$ cat src/rtl/alu_op_sequencer.sv
// alu_op_sequencer: initiator side of the ALU interface in the multicycle
// datapath. Accepts a decoded instruction on a valid/ready request channel,
// drives registered operands and a 4-bit control code to the ALU for ALU_LAT
// cycles, samples result/zero and returns them on a valid/ready response
// channel.
//
// state | meaning
// IDLE  | ready for a request; alu_* hold the last issued values
// EXEC  | operands held at the ALU while the latency counter runs down
// RESP  | response presented, held until rsp_ready
module alu_op_sequencer #(
  parameter int WIDTH   = 64,
  parameter int ALU_LAT = 1,
  parameter int CNT_W   = 16
) (
  input  logic             clk,
  input  logic             rst_n,
  input  logic             req_valid,
  output logic             req_ready,
  input  logic [1:0]       req_aluop,
  input  logic [2:0]       req_funct3,
  input  logic             req_funct7b5,
  input  logic [WIDTH-1:0] req_a,
  input  logic [WIDTH-1:0] req_b,
  output logic [WIDTH-1:0] alu_data1,
  output logic [WIDTH-1:0] alu_data2,
  output logic [3:0]       alu_control,
  input  logic [WIDTH-1:0] alu_result,
  input  logic             alu_zero,
  output logic             rsp_valid,
  input  logic             rsp_ready,
  output logic [WIDTH-1:0] rsp_result,
  output logic             rsp_zero,
  output logic             rsp_err,
  output logic [CNT_W-1:0] op_count
);

  localparam int LAT_W = $clog2(ALU_LAT + 1);

  typedef enum logic [1:0] {IDLE, EXEC, RESP} state_t;

  state_t             state_q;
  logic [LAT_W-1:0]   lat_cnt_q;
  logic [WIDTH-1:0]   data1_q, data2_q;
  logic [3:0]         ctrl_q;
  logic               rsp_valid_q, rsp_zero_q, rsp_err_q;
  logic [WIDTH-1:0]   rsp_result_q;
  logic [CNT_W-1:0]   op_count_q;

  logic               legal_d;
  logic [3:0]         ctrl_d;
  logic [CNT_W-1:0]   op_count_d;

  // Decode ALUOp/funct fields into the ALU control code and a legality flag.
  always_comb begin
    legal_d = 1'b1;
    ctrl_d  = 4'b0010;
    case (req_aluop)
      2'b00: ctrl_d = 4'b0010;
      2'b01: ctrl_d = 4'b0110;
      2'b10: begin
        case (req_funct3)
          3'b000:  ctrl_d = req_funct7b5 ? 4'b0110 : 4'b0010;
          3'b111:  ctrl_d = 4'b0000;
          3'b110:  ctrl_d = 4'b0001;
          default: legal_d = 1'b0;
        endcase
      end
      default: legal_d = 1'b0;
    endcase
  end

  // Saturating increment of the completed-operation counter.
  always_comb begin
    op_count_d = op_count_q;
    if (op_count_q != {CNT_W{1'b1}}) op_count_d = op_count_q + 1'b1;
  end

  // Sequencer FSM with all outputs registered.
  always_ff @(posedge clk or negedge rst_n) begin
    if (!rst_n) begin
      state_q      <= IDLE;
      lat_cnt_q    <= '0;
      data1_q      <= '0;
      data2_q      <= '0;
      ctrl_q       <= 4'b0000;
      rsp_valid_q  <= 1'b0;
      rsp_result_q <= '0;
      rsp_zero_q   <= 1'b0;
      rsp_err_q    <= 1'b0;
      op_count_q   <= '0;
    end else begin
      case (state_q)
        IDLE: begin
          if (req_valid) begin
            if (legal_d) begin
              data1_q   <= req_a;
              data2_q   <= req_b;
              ctrl_q    <= ctrl_d;
              lat_cnt_q <= LAT_W'(ALU_LAT);
              state_q   <= EXEC;
            end else begin
              rsp_err_q    <= 1'b1;
              rsp_result_q <= '0;
              rsp_zero_q   <= 1'b0;
              rsp_valid_q  <= 1'b1;
              state_q      <= RESP;
            end
          end
        end
        EXEC: begin
          lat_cnt_q <= lat_cnt_q - 1'b1;
          if (lat_cnt_q == LAT_W'(1)) begin
            rsp_result_q <= alu_result;
            rsp_zero_q   <= alu_zero;
            rsp_err_q    <= 1'b0;
            rsp_valid_q  <= 1'b1;
            state_q      <= RESP;
          end
        end
        RESP: begin
          if (rsp_ready) begin
            rsp_valid_q <= 1'b0;
            if (!rsp_err_q) op_count_q <= op_count_d;
            state_q <= IDLE;
          end
        end
        default: state_q <= IDLE;
      endcase
    end
  end

  assign req_ready   = (state_q == IDLE);
  assign alu_data1   = data1_q;
  assign alu_data2   = data2_q;
  assign alu_control = ctrl_q;
  assign rsp_valid   = rsp_valid_q;
  assign rsp_result  = rsp_result_q;
  assign rsp_zero    = rsp_zero_q;
  assign rsp_err     = rsp_err_q;
  assign op_count    = op_count_q;

endmodule

$ cat config.mk
export PLATFORM = sky130hd
export DESIGN_NAME = alu_op_sequencer
export DESIGN_NICKNAME = d
export VERILOG_FILES = /design/src/rtl/alu_op_sequencer.sv
export SDC_FILE = /design/constraint.sdc
export NUM_CORES = 1
export LEC_CHECK = 0
export CAP_MARGIN = 30
export CORE_AREA = 2 2 161 163
export DETAILED_ROUTE_END_ITERATION = 10
export DIE_AREA = 0 0 163 165
export PLACE_DENSITY = 0.82
export SYNTH_ARGS = -nofsm -noshare
export SYNTH_HDL_FRONTEND = slang
export SYNTH_SLANG_ARGS = --single-unit
$ cat constraint.sdc
create_clock -name clk -period 2.24 [get_ports clk]
set_input_delay 0.672 -clock clk [delete_from_list [all_inputs] [get_ports clk]]
set_output_delay 0.672 -clock clk [all_outputs]
set_load 0.05 [all_outputs]
==> flow_summary.ini, run 1 <==
[detailed_routing]
wl_per_cell_um = 18.5
drc = 0
firstDrtPassIters = 4
drt-total-wl_um = 27600
via_per_inst = 4.81
drtAntennaViolNets = 0
drt_iter0_drc = 346
dr_total_vias = 7164

[place]
gp_congestion = 0.807
port_buffers = 417
dp_hpwl_um = 19900
place_inst = 1440

[pwr]
finalPower_mw = 24.9
p_clk_share_pct = 15.9
intPower_mw = 12.9
p_per_area_nw_per_um2 = 1690
vdd_ir_drop_max_mv = 1.31
netSwitchingPower_mw = 12.0
pwr-share-seq_pct = 28.6
leakagePower_nw = 6.91
switching_share_pct = 48.2
combPwrFrac_pct = 55.4

[clock_network]
htreeDepth = 1
clock_path_buffers = 3
path_clk_slew_ns = 0.06
root_buffer = clkbuf_16
postCtsHoldBufs = 0
worstSkewPairLatency_ns = 0.51
clock-sinks = 217
cts_tree = done
cts-buffers-inserted = 24

[synth]
ys_seq_elements = 217
syn_avg_cell_area_sq_um = 13.6
yosysWarnings = 0
synth_nets = 889
synth.distinct_cells = 39
synthCells = 681
ys_seq_area_share_pct = 58.4
syn_area_sq_um = 9290

[floorplanning]
ios = 419
dieArea_sq_um = 26900
coreArea_sq_um = 25000
start_util_pct = 37.1
num_rows = 58
die_w_um = 163
chipHeight_um = 165

[outcome]
outcome = finished clean

[critical_path]
crit_chain = dlygate4sd2_1
worstReg2RegEnd = op_count[1]
crit_slowest_cell = dlygate4sd2_1
startpoint_type = flip-flop
cp.depth = 1
endpoint_kind = primary output
cp_max_fo = 3
critPathKind = reg -> out
worstPathArrival_ns = 1.47
rr_startpoint = op_count[0]
reg2reg_depth = 5
crit_required_ns = 1.57
cp_num_buf_inv = 1
reg2reg_slack_ns = 0.18
cpPeakStageDelay_ns = 0.58
path_delay_family = buffers and inverters

[global_routing]
grt_pass1_vias = 7504
antenna_found_initial = 0
grt_start_max_net_pins = 73
grt_pass1_wl_um = 41000
grt_overflow = 0
track_usage_pct = 19.3

[finish]
area_delta_synth_final_pct = 58.8
final_cells = 1490
drive_above_1_share_pct = 26.8
fill_cells = 2029
nets = 1352
antenna_cells = 0
final_cell_mix = 214 x dfrtp_1, 196 x clkdlybuf4s50_1, 145 x dlygate4sd2_1
final_common_cell = dfrtp_1

[worst_hold_path]
hp-class = in -> async

[timing]
rsz0062_at_grt = false
fin_skew_ns = 0.0134
setup_violations = 0
hold_viol = 0
min_period_over_period_pct = 95.4
tightest_slew_ns = 0.774
slew_viol_final = 0
fmax_mhz = 468
post-route-min-period_ns = 2.14
max-slew-margin-rel_pct = 48.4

[run]
maxCapViolations = 0
synth_stat cells, drive strengths merged:
cell type  instances  area share (%)
a211oi             1            0.22
a21oi              2            0.11
a221oi             1           0.094
a22oi             65             5.3
a31oi              1           0.067
a41oi              2            0.19
and3               2            0.13
and4bb             1            0.13
buf               16             2.6
clkbuf            23            0.93
conb               1           0.040
dfrtp            217              58
ha                 5            0.67
inv               71             2.9
mux2             133              20
nand2              9            0.36
nand3              8            0.43
nand3b             1           0.081
nand4              1           0.067
nand4bb            1            0.12
nor2               9            0.36
nor2b              3            0.20
nor3               5            0.27
nor4               5            0.34
nor4b              3            0.28
o211ai             2            0.16
o21a               3            0.24
o21ai             73             3.9
o21ba              1            0.11
o22a               1           0.094
o41ai              1           0.094
or2                1           0.067
or3                1            0.12
or4                1           0.081
xnor2              5            0.47
xor2               6            0.57
power groups by stage:
| stage | Clock, mW | Combinational, mW | Sequential [mW] |
|---|---|---|---|
| 3_3_place_gp | 0 | 14.4 | 7.12 |
| 2_1_floorplan | 0 | 3.25 | 13.5 |
| 5_1_grt | 4.25 | 14.5 | 7.38 |
| 4_1_cts | 4.09 | 13.8 | 7.15 |
| 6_report | 3.98 | 13.8 | 7.14 |
| 3_5_place_dp | 0 | 14.7 | 7.20 |
cell type report:
cell class                 instances  area, sq um  share of cell area (%)
tap                              330          413                    2.80
timing repair buffer             476         4540                    30.7
inverter                          71          267                    1.81
clock inverter                     5         75.1                   0.509
clock buffer                      37          731                    4.95
multi-input combinational        354         3300                    22.4
sequential                       217         5430                    36.8
sequential cells by signal, summed over array words and instances, names as in the netlist:
name,flops
alu_data1,64
alu_control,3
rsp_result,64
rsp_err,1
rsp_zero,1
lat_cnt_q,1
state_q,2
rsp_valid,1
alu_data2,64
op_count,16
layer usage:
layer,vias to the layer above,GRT usage (%),part of all wire (%),wire [um]
li1,3315,-,-,-
met1,3496,22.0,38,10400
met2,305,34.6,51,14200
met3,48,5.70,8.0,2210
met4,0,6.36,3.0,814
met5,-,0,0,0
per-stage QoR:
| step | hold slack (ns) | utilization (%) | instance area (sq um) | setup WS, ns | TNS, ns |
|---|---|---|---|---|---|
| after global placement | 0.481 | 55.8 | 14000 | -0.498 | -92.90 |
| final | 0.0632 | 58.9 | 14800 | 0.102 | 0 |
| after floorplan | 0.376 | - | 9300 | -0.0586 | -6.27 |
| after CTS | 0.0650 | 58.3 | 14600 | 0.00178 | 0 |
| after detailed placement | 0.488 | 55.8 | 14000 | -0.528 | -98.06 |
| after global routing | 0.0893 | 58.9 | 14800 | 0.0182 | 0 |
cell families (layout without fill, tap and decap cells):
group,Yosys count,in the layout,synth area share [%]
XOR/XNOR,11,11,1.04
other,1,1,0.0404
AO/OA/AOI/OAI,153,153,10.6
buffers and inverters,110,589,6.44
multiplexers,133,133,19.8
adder cells (fa/ha/maj),5,5,0.673
flip-flops,217,217,58.4
AND/OR/NAND/NOR,51,51,3.06
what timing repair did:
item | CTS | global route
gates cloned | 0 | 5
gates resized for setup | 145 | 11
setup buffers | 1 | 2
pin swaps | 0 | 3
endpoints found under the setup margin | 146 | 194
how the worst max path moves through the flow:
stage,from,to,slack [ns]
2_1_floorplan,req_aluop[0],rsp_result[33],-0.06
3_3_place_gp,req_funct3[0],alu_data1[55],-0.50
3_5_place_dp,req_aluop[0],alu_data1[55],-0.53
4_1_cts,req_aluop[0],alu_data1[35],0.002
5_1_grt,op_count[0],op_count[1],0.02
6_report,rsp_result[9],rsp_result[9],0.10
Note: power is estimated with default switching activity, not from simulation.
==> run 2, diff against run 1 <==
--- a/config.mk
+++ b/config.mk
@@ -9,7 +9,9 @@
 export CORE_AREA = 2 2 161 163
 export DETAILED_ROUTE_END_ITERATION = 10
 export DIE_AREA = 0 0 163 165
-export PLACE_DENSITY = 0.82
+export DONT_BUFFER_PORTS = 1
+export PLACE_DENSITY = 0.61
+export REMOVE_ABC_BUFFERS = 1
 export SYNTH_ARGS = -nofsm -noshare
 export SYNTH_HDL_FRONTEND = slang
 export SYNTH_SLANG_ARGS = --single-unit
==> flow_summary.ini, run 2 (synthesis results as in run 1) <==
[critical_path]
worstPathArrival_ns = 2.49
critPathKind = reg -> reg
cp_max_fo = 5
endpoint_kind = flip-flop
startpoint_type = flip-flop
crit_required_ns = 2.63
rr_startpoint = op_count[0]
crit_start = op_count[0]

[finish]
final_cell_mix = 216 x dfrtp_1, 90 x mux2_4, 72 x o21ai_0
fin_area_sq_um = 10700
multiInputGateArea_sq_um = 3280
final_common_cell = dfrtp_1
area_delta_synth_final_pct = 15.2
regArea_sq_um = 5430
fill_cells = 2253
nets = 933
drive_above_1_share_pct = 32.1
final_cells = 1076

[place]
port_buffers = 0
gp_congestion = 0.797
place_inst = 1028
dp_hpwl_um = 16700
place_area_sq_um = 9880

[clock_network]
cts_setup_buffers = 0
cts_tree = done
clock-sinks = 217
path_clk_slew_ns = 0.06
clock_path_buffers = 3
cts-buffers-inserted = 25
worstSkewPairLatency_ns = 0.52
root_buffer = clkbuf_16
cts.repair.resized = 0
htreeDepth = 1

[floorplanning]
num_rows = 58
start_util_pct = 37.1
coreArea_sq_um = 25000
chipHeight_um = 165
ios = 419
die_w_um = 163
dieArea_sq_um = 26900

[detailed_routing]
drtAntennaViolNets = 0
wl_per_cell_um = 21.8
drt_iter0_drc = 334
dr_total_vias = 5546
via_per_inst = 5.15
drc = 0
firstDrtPassIters = 5
drt-total-wl_um = 23500

[timing]
fin_skew_ns = 0.0165
fmax_mhz = 477
max-slew-margin-rel_pct = 56.5
timing.hold.ws_ns = -0.152
rsz0062_at_grt = false
slew_viol_final = 0
min_period_over_period_pct = 93.7
setup_violations = 0
hold_viol = 217
tightest_slew_ns = 0.652
post-route-min-period_ns = 2.10

[outcome]
violations = negative hold slack
outcome = complete, but fails checks

[global_routing]
track_usage_pct = 16.2
antenna_found_initial = 0
grt_pass1_wl_um = 33700
grt_pass1_vias = 5459
grt_start_max_net_pins = 218
grt_overflow = 0

[run]
maxCapViolations = 0

[worst_hold_path]
hp-class = in -> async
## run 2: cell types whose count changed in the layout (fill, tap and decap cells not counted), moves of 4 or more
cell and change:
buf_12 -9, buf_4 -56, dlygate4sd2_1 -145, clkdlybuf4s50_1 -196, dlymetal6s2s_1 -5, clkbuf_16 -4
## run 2: worst paths after layout
kind,endpoint,slack (ns),cells after the start
max in group asynchronous,state_q[1],2.02,0
min in group clk,rsp_result[0],0.29,2
hold / removal,alu_data2[60],-0.15,0
setup reg to reg,op_count[1],0.14,5
setup / recovery,op_count[1],0.14,5
hold reg to reg,op_count[4],0.53,1
## run 2: layer usage
layer	share of wire, %	track usage, %	wire length, um
met3	10	6.15	2410
met2	49	26.3	11400
met1	39	20.0	9070
met5	0	0	0
met4	2.4	4.95	567
## run 2: layout make-up
class,instances,share of cell area [%]
clock inverters,11,0.889
multi-input cells,354,30.7
well taps,330,3.86
inverters,71,2.49
flip-flops and latches,217,50.8
diodes,2,0.0468
repair buffers,56,4.51
clock buffers,35,6.76
## run 2: per-stage QoR
stage / hold slack, ns / util, % / setup TNS, ns / setup WS [ns]
after floorplan: 0.376 / - / -858.22 / -4.95
after global placement: 0.380 / 39.5 / -11.49 / -0.134
after detailed placement: 0.381 / 39.5 / -13.22 / -0.153
after CTS: -0.183 / 42.7 / 0 / 0.143
after global routing: -0.184 / 42.7 / 0 / 0.0326
final: -0.152 / 42.7 / 0 / 0.142
## run 2: worst max-delay path, cell delays in order (launching register included)
cell,delay (ns)
dfrtp_1,0.36
ha_1,0.23
nand2_1,0.16
or4_1,0.65
o21ai_1,0.24
mux2_2,0.35
Power of run 2 is left out: the tool's default activity adds up to more than one toggle a clock period on the data nets, which glitch-free logic cannot reach.
